--- src/rtl/pcc_pkg.sv ---
// pcc_pkg: shared flit layout, flit-type codes and generator state encoding for the PCC mesh.
package pcc_pkg;
  localparam int FLIT_W = 66;
  localparam int TYPE_MSB = 65;
  localparam int TYPE_LSB = 64;
  localparam int PNUM_MSB = 63;
  localparam int PNUM_LSB = 48;
  localparam logic [1:0] FT_BODY = 2'b00;
  localparam logic [1:0] FT_HEAD = 2'b01;
  localparam logic [1:0] FT_TAIL = 2'b10;
  localparam logic [1:0] FT_SINGLE = 2'b11;
  typedef enum logic [2:0] {ST_IDLE, ST_HEAD, ST_BODY, ST_TAIL, ST_GAP, ST_DONE} pg_state_t;
endpackage

--- src/rtl/pcc_lfsr32.sv ---
// pcc_lfsr32: 32-bit Galois LFSR (x^32+x^22+x^2+x+1) that steps only when adv is high.
module pcc_lfsr32 #(
  parameter logic [31:0] SEED = 32'hACE1_0001,
  parameter logic [31:0] TAPS = 32'h8020_0003
) (
  input  logic        clk,
  input  logic        rst_n,
  input  logic        adv,
  output logic [31:0] state
);
  always_ff @(posedge clk or negedge rst_n)
    if (!rst_n) state <= SEED;
    else if (adv) state <= {1'b0, state[31:1]} ^ (state[0] ? TAPS : 32'h0);
endmodule

--- src/rtl/pcc_packet_gen.sv ---
// pcc_packet_gen: source-side PCC flit generator with valid/ready backpressure,
// inter-packet gaps and a packet budget.
module pcc_packet_gen
  import pcc_pkg::*;
#(
  parameter logic [15:0] PKT_LEN   = 16'd4,
  parameter logic [15:0] PKT_TOTAL = 16'd50,
  parameter logic [7:0]  GAP       = 8'd8,
  parameter logic [7:0]  SRC_ID    = 8'd0,
  parameter logic [7:0]  DEST_ID   = 8'd1,
  parameter logic [31:0] LFSR_SEED = 32'hACE1_0001
) (
  input  logic              clk,
  input  logic              rst_n,
  input  logic              en,
  input  logic              ready_i,
  output logic              valid_o,
  output logic [FLIT_W-1:0] data_o,
  output logic [15:0]       pkt_cnt_o,
  output logic              done_o
);
  pg_state_t   state, state_nx, after_eop;
  logic [15:0] pnum, fidx, fidx_nx, cnt_inc;
  logic [7:0]  gcnt;
  logic [31:0] lfsr;
  logic [1:0]  ftype;
  logic [47:0] payload;
  logic        xfer, eop;
  assign valid_o = state inside {ST_HEAD, ST_BODY, ST_TAIL};
  assign done_o  = state == ST_DONE;
  assign xfer    = valid_o & ready_i;
  assign eop     = xfer & (state == ST_TAIL | (state == ST_HEAD & PKT_LEN == 16'd1));
  assign cnt_inc = pkt_cnt_o + 16'd1;
  pcc_lfsr32 #(.SEED(LFSR_SEED)) u_lfsr (
    .clk  (clk),
    .rst_n(rst_n),
    .adv  (xfer & (state == ST_BODY | state == ST_TAIL)),
    .state(lfsr)
  );
  // With no gap configured the tail hands straight over to the enable check.
  always_comb begin
    after_eop = (PKT_TOTAL != 16'd0 && cnt_inc == PKT_TOTAL) ? ST_DONE :
                (GAP != 8'd0) ? ST_GAP : (en ? ST_HEAD : ST_IDLE);
    state_nx  = state;
    fidx_nx   = fidx;
    case (state)
      ST_IDLE: state_nx = en ? ST_HEAD : ST_IDLE;
      ST_HEAD: if (xfer) begin
        state_nx = PKT_LEN == 16'd1 ? after_eop : PKT_LEN == 16'd2 ? ST_TAIL : ST_BODY;
        fidx_nx  = 16'd1;
      end
      ST_BODY: if (xfer) begin
        state_nx = fidx == PKT_LEN - 16'd2 ? ST_TAIL : ST_BODY;
        fidx_nx  = fidx + 16'd1;
      end
      ST_TAIL: state_nx = xfer ? after_eop : ST_TAIL;
      ST_GAP:  state_nx = gcnt == GAP - 8'd1 ? (en ? ST_HEAD : ST_IDLE) : ST_GAP;
      default: state_nx = state;
    endcase
  end
  always_ff @(posedge clk or negedge rst_n)
    if (!rst_n) begin
      state     <= ST_IDLE;
      pnum      <= 16'h0001;
      fidx      <= 16'd0;
      gcnt      <= 8'd0;
      pkt_cnt_o <= 16'd0;
    end else begin
      state     <= state_nx;
      fidx      <= fidx_nx;
      gcnt      <= state == ST_GAP ? gcnt + 8'd1 : 8'd0;
      pnum      <= eop ? (pnum == 16'hFFFF ? 16'h0001 : pnum + 16'd1) : pnum;
      pkt_cnt_o <= eop ? cnt_inc : pkt_cnt_o;
    end
  // Idle bus reads all-zero so monitors see packet number 0 between flits.
  always_comb begin
    ftype   = state == ST_HEAD ? (PKT_LEN == 16'd1 ? FT_SINGLE : FT_HEAD) :
              state == ST_TAIL ? FT_TAIL : FT_BODY;
    payload = state == ST_HEAD ? {SRC_ID, DEST_ID, PKT_LEN, 16'h0000} : {fidx, lfsr};
    data_o  = '0;
    if (valid_o) begin
      data_o[TYPE_MSB:TYPE_LSB] = ftype;
      data_o[PNUM_MSB:PNUM_LSB] = pnum;
      data_o[PNUM_LSB-1:0]      = payload;
    end
  end
endmodule
--- config.mk ---
export PLATFORM = sky130hd
export DESIGN_NAME = pcc_packet_gen
export DESIGN_NICKNAME = d
export VERILOG_FILES = /design/src/rtl/pcc_pkg.sv /design/src/rtl/pcc_lfsr32.sv /design/src/rtl/pcc_packet_gen.sv
export SDC_FILE = /design/constraint.sdc
export NUM_CORES = 1
export LEC_CHECK = 0
export CAP_MARGIN = 20
export CORE_MARGIN = 2
export CORE_UTILIZATION = 44
export DETAILED_ROUTE_END_ITERATION = 7
export GPL_TIMING_DRIVEN = 0
export PLACE_DENSITY_LB_ADDON = 0.2
export SYNTH_ARGS = -nofsm -noshare
export SYNTH_HDL_FRONTEND = slang
export SYNTH_SLANG_ARGS = --single-unit
--- constraint.sdc ---
create_clock -name clk -period 3.9 [get_ports clk]
set_input_delay 0.78 -clock clk [delete_from_list [all_inputs] [get_ports clk]]
set_output_delay 0.78 -clock clk [all_outputs]
set_load 0.05 [all_outputs]
==> results.md, run 1 <==
- Initial Util: 45.1%
- Cell area after synthesis: slightly below 5000 um2
- Final cell count without fillers: 728
- DRT antenna net count: 0
- Number of global-route vias before repair: around 3600
- Final instance area: around 6100 um2
- Worst-path clk slew: 90 ps
- Mapped Cells: 485
- Worst path max stage delay: approximately 800 ps
- Cell taking the most area after synthesis: dfrtp_1
- Area Growth Syn to Fin: 25.8%
- Max cap viols: 0
- Critical-path cell list: nor2b_1 -> clkbuf_1 -> clkbuf_1 -> and2_1 -> clkdlybuf4s50_1
- Slew of the pin with the lowest slew margin: between 600 and 700 ps
- CTS tree: built
- Root Driver: clkbuf_8
- Top cell type's share of synthesized area: 41.7%
- Crit path max fanout: 10
- Worst setup SP type: flip-flop
- Clock power frac: 28.3%
- Gpl congestion: 0.796
- Seq pwr share: a little under 50%
- R2r setup slk: 1810 ps
- DR pass1 iterations: 4
- Sw Share: 33.0%
- Num Clock Sinks: 91
- Fin crit share: 91.4%
- Core Area: roughly 11000 um2
- Total Routed Length: 10400 um
- FFs w/ async S/R, synth: 100%
- Crit path DAT: 2790 ps
- Psw: 0.000756 W
- Syn_area_per_cell: 10.0 um2
- Diode count: 0
- Layout filler cell count: 998
- H-tree depth: 3
- Setup CP Type: flip-flop to output pin
- Post-CTS Setup Bufs: 0
- Fin nets: 593
- Dpl cells: 712
- CP Capture Type: output pin
- Max Clk Rate: between 200 and 300 MHz
- RSZ-0062 raised after global routing: no
- Clock latency on the worst-skew pair: 360 ps
- CTS buffer count: 9
- CP max-delay cell: clkdlybuf4s50_1
- Critical path's most frequent cell: clkbuf_1
- Synth cell count leaders: dfrtp_1 (81), and2_1 (64), nor2_1 (40), nand2_1 (36)
- DR iter-0 viols: approximately 110
- Initial antenna violation count: 0
- Via density: 5.23
- Global-route wire length before repair: 17300 um
- Pleak: 2.62 nW
- Hold_buf cts: 0
- Power Dens Cells: 375 nW/um2
- Gr ovfl total: 0
- Clock buffer depth: 2
- Number of synthesized register bits: 91
- Minimum clock period: 3570 ps
- Total track usage: 18.5%
- Die area: 11900 um2
- DRC: 0
- Dominant synthesized flop cell: dfrtp_1
- CP required: 3120 ps
- Ys Warns: 0
- Buffers and inverters on the worst path: 3
- Pin count of the biggest net entering global routing: between 40 and 50
- Number of synthesized flops with an enable pin: 0
- Tot Pwr: 0.00229 W
- Final Hold Fails: 0
- Placed cell area: 5930 um2
- Seq/Total Area, Yosys: around 47%
- Share of cells above drive strength 1: 11.1%
- Post-synth net total: roughly 500
- Endpoints failing setup: 0
- Final Max Tran Viols: 0
- Tightest Hold Check Type: input port to async pin
- Post-DP HPWL: 7510 um
- Total number of vias: 3809
- Post-synthesis cell type count: 53
- Outcome: finished, final reports clean
- Num ports: 88
- Synth area leaders: dfrtp_1 (42%), and2_1 (8.2%), mux2_2 (6.7%), dfstp_2 (5.4%), xnor2_1 (5.2%)
- Top delay family on crit path: buffers and inverters
- WL per Instance: 14.2 um
- Clock skew: about 8.8 ps
- P_int: between 0.0015 and 0.002 W
- Row count: 38
- Die width: 109 um
- Number of port buffers: 86
- Logic pwr share: between 20% and 30%
- Max_slew headroom: 56.5%
- Count leader, synth: dfrtp_1
- # resized after CTS: 0
- Die H: 109 um
- Peak VDD IR: 0.243 mV
==> per-layer routing <==
layer  vias up  track usage [%]  routed length (um)
met1      1867             25.4                4950
met5         -                0                   0
met4         0             6.41                 134
met2        65             29.4                4860
met3        10             3.65                 426
li1       1867                -                   -
==> state kept, by name, summed over array words and instances (netlist names) <==
register / count
gcnt: 8
pnum: 16
pkt_cnt_o: 16
u_lfsr.state: 32
fidx: 16
state: 3
==> power by group through the flow <==
stage	Clock (W)	Sequential, W	Combinational [W]
final	0.000650	0.00113	0.000516
after global routing	0.000708	0.00114	0.000578
after CTS	0.000673	0.00113	0.000520
after detailed placement	0	0.00115	0.000517
after global placement	0	0.00114	0.000502
after floorplan	0	0.00115	0.000344
==> stage by stage <==
step	TNS [ps]	setup WS, ps	utilization, %	hold slack (ps)
after floorplan	0	1220	-	425
after global placement	-105900	-1290	54.7	445
after detailed placement	0	655	54.9	452
after CTS	0	243	56.7	422
after global routing	0	92.1	56.7	452
final	0	334	56.7	411
==> worst register-to-register path: stages, from the launching register on <==
cell and delay [ps]:
dfrtp_1 500, nand4b_4 290, nor4_2 580, nor2b_1 320, o21ai_1 110, a21o_1 180
==> layout by cell type, fill, tap and decap left out, types with 9 or more instances in the layout <==
cell,n
dfstp_2,10
clkbuf_8,10
nor3_1,9
o21ai_0,17
nand3_1,27
and2_1,64
nand4_1,15
clkdlybuf4s50_1,85
nor2_1,40
mux2_2,29
nand2_1,36
clkbuf_1,18
dfrtp_1,81
xor2_1,19
xnor2_1,29
==> kinds of logic after synthesis <==
family	Yosys count	synth area share [%]
compound gates	43	5.81
xor+xnor	48	8.64
fa+ha+maj	6	1.54
buf+inv	29	2.57
flops	91	47.1
mux	32	7.33
simple gates	236	27.1
==> final timing paths <==
| path | depth (start not counted) | start | end |
|---|---|---|---|
| worst max-delay path | 5 | state[2] | data_o[47] |
| worst min-delay path | 1 | rst_n | u_lfsr.state[30] |
| worst max register to register | 5 | state[2] | pnum[11] |
| worst min register to register | 1 | gcnt[0] | gcnt[0] |
| max in group asynchronous | 2 | rst_n | pnum[0] |
| min in group clk | 1 | gcnt[0] | gcnt[0] |
==> final cells by class <==
type	count	area, um2	share of cell area (%)
Clock buffer	13	149	2.43
Buffer	23	103	1.68
Tap cell	140	175	2.86
Clock inverter	3	47.5	0.776
Timing Repair Buffer	87	886	14.5
Multi-Input combinational cell	365	2450	40.0
Inverter	6	22.5	0.368
Sequential cell	91	2290	37.4
Note: power is estimated with default switching activity, not from simulation.
==> run 2: changes to the inputs <==
- CORE_UTILIZATION: 44 -> 57
==> run 2 against run 1 <==
Against the previous run: via count up 1.8%; sequential share of layout area up 0.30 points; critical path depth is the same; first-iteration DRC count rose by 52%; worst hold slack worse by 5.4 ps; clock skew up 2.5 ps; critical path type unchanged; largest cell class unchanged; non-clock buffer count unchanged; clock-buffer cell count shrank 4; highest routed layer unchanged; maximum frequency is 1.1% lower; flip-flop and latch count unchanged.
==> results.md, run 2 (synthesis results as in run 1) <==
- Crit path max fanout: 10
- PnR worst setup slack: 295 ps
- Number of port buffers: between 80 and 90
- Worst-path clk slew: about 100 ps
- CP required: 3120 ps
- Final Max Tran Viols: 0
- Via density: 5.59
- Row count: 33
- Global-route wire length before repair: roughly 17000 um
- Total Routed Length: between 10000 and 15000 um
- Share of cells above drive strength 1: 11.6%
- Sequential Area: 2290 um2
- DRT antenna net count: 0
- Post-DP HPWL: 7310 um
- Pleak: 2.61 nW
- Initial Util: between 50% and 60%
- Tot Pwr: roughly 0.0023 W
- Largest reg by FF count: u_lfsr.state
- Initial antenna violation count: 0
- DR pass1 iterations: 4
- Worst path max stage delay: 800 ps
- Clock buffer depth: 2
- Tightest Hold Check Type: input port to async pin
- Worst setup SP type: flip-flop
- Commonest non-fill, non-tap cell in the layout: clkdlybuf4s50_1
- Hold_buf cts: 0
- DR iter-0 viols: 172
- Number of global-route vias before repair: roughly 3700
- Outcome: finished, final reports clean
- Layout filler cell count: roughly 630
- RSZ-0062 raised after global routing: no
- Post-CTS Setup Bufs: 0
- Die area: 9290 um2
- Setup CP Type: flip-flop to output pin
- Gpl congestion: 0.885
- H-tree depth: 3
- Minimum clock period: between 3000 and 4000 ps
- Fin crit share: 92.4%
- Max_slew headroom: about half
- WL per Instance: 14.7 um
- Total number of vias: 3877
- Critical-path cell list: nor2b_1 -> clkbuf_1 -> clkbuf_1 -> and2_1 -> clkdlybuf4s50_1
- Power Dens Cells: 372 nW/um2
- Diode count: 0
- Buffers and inverters on the worst path: 3
- Endpoints failing setup: 0
- Largest register FFs: 32
- Clock skew: 11.3 ps
- Fin nets: 593
- WHS: 406 ps
- Die width: 96.4 um
- Total track usage: 23.9%
- Final Hold Fails: 0
- Clock latency on the worst-skew pair: 370 ps
- Core Area: 8260 um2
- Max Clk Rate: between 200 and 300 MHz
- CTS tree: built
- Final instance area: 6070 um2
- CP max-delay cell: clkdlybuf4s50_1
- # resized after CTS: 0
- Pin count of the biggest net entering global routing: 47
- Gr ovfl total: 0
- Top delay family on crit path: buffers and inverters
- Peak VDD IR: around 0.23 mV
- Critical path's most frequent cell: clkbuf_1
- Num ports: 88
- Max cap viols: 0
- Area Growth Syn to Fin: 24.8%
- Num Clock Sinks: 91
- Placed cell area: 5880 um2
- Root Driver: clkbuf_8
- Multi-input logic area: 2450 um2
- CP Capture Type: output pin
- DRC: 0
- Dpl ws: 644 ps
- CTS buffer count: 9
- Die H: between 90 and 100 um
- Crit path DAT: 2820 ps
- Most frequent cells in the layout: clkdlybuf4s50_1 (85), dfrtp_1 (81), and2_1 (64)
- Slew of the pin with the lowest slew margin: 727 ps
- Final cell count without fillers: 693
- Dpl cells: 677
==> run 2: worst reg2reg max path, delay by kind of cell, from the launching register on <==
| kind | cells | cell delay, ps |
|---|---|---|
| DFF | 1 | 510 |
| adders and majority gates | 1 | 360 |
| and+or+nand+nor | 2 | 630 |
| AOI/OAI and AO/OA | 3 | 540 |
==> run 2: where the power goes <==
group	total, W	switching [W]	internal [W]
Clock	0.000614	0.000367	0.000247
Combinational	0.000514	0.000317	0.000197
Sequential	0.00113	0.000105	0.00103
Total	0.00226	0.000789	0.00147
==> run 2: path summary, 6_finish.rpt <==
| check | from | to | slack [ps] | cells past startpoint |
|---|---|---|---|---|
| max | state[2] | data_o[42] | 300 | 5 |
| min reg2reg | gcnt[0] | gcnt[0] | 470 | 1 |
| min | rst_n | u_lfsr.state[15] | 410 | 1 |
| min in group clk | gcnt[0] | gcnt[0] | 470 | 1 |
| max in group asynchronous | rst_n | u_lfsr.state[29] | 2810 | 2 |
| max reg2reg | pkt_cnt_o[0] | state[0] | 1770 | 6 |
==> run 2: metal layers <==
layer  vias up  global-route usage [%]  part of all wire [%]
met4         0                    6.92                  0.86
met5         -                       0                     0
met3         8                    5.43                   5.2
li1       1872                       -                     -
met2       108                    38.5                    48
met1      1889                    32.5                    46
==> run 2: final cells by class <==
class	count	area share, %
multi-input cells	365	40.4
flip-flops and latches	91	37.7
repair buffers	87	14.6
well taps	105	2.16
clock buffers	9	2.04
plain buffers	23	1.69
clock inverters	7	1.11
inverters	6	0.371
==> run 2: through the flow <==
| step | utilization, % | TNS [ps] |
|---|---|---|
| 6_report | 73.6 | 0 |
| 5_1_grt | 73.6 | 0 |
| 4_1_cts | 73.6 | 0 |
| 3_5_place_dp | 71.2 | 0 |
| 3_3_place_gp | 70.9 | -96260 |
| 2_1_floorplan | - | 0 |
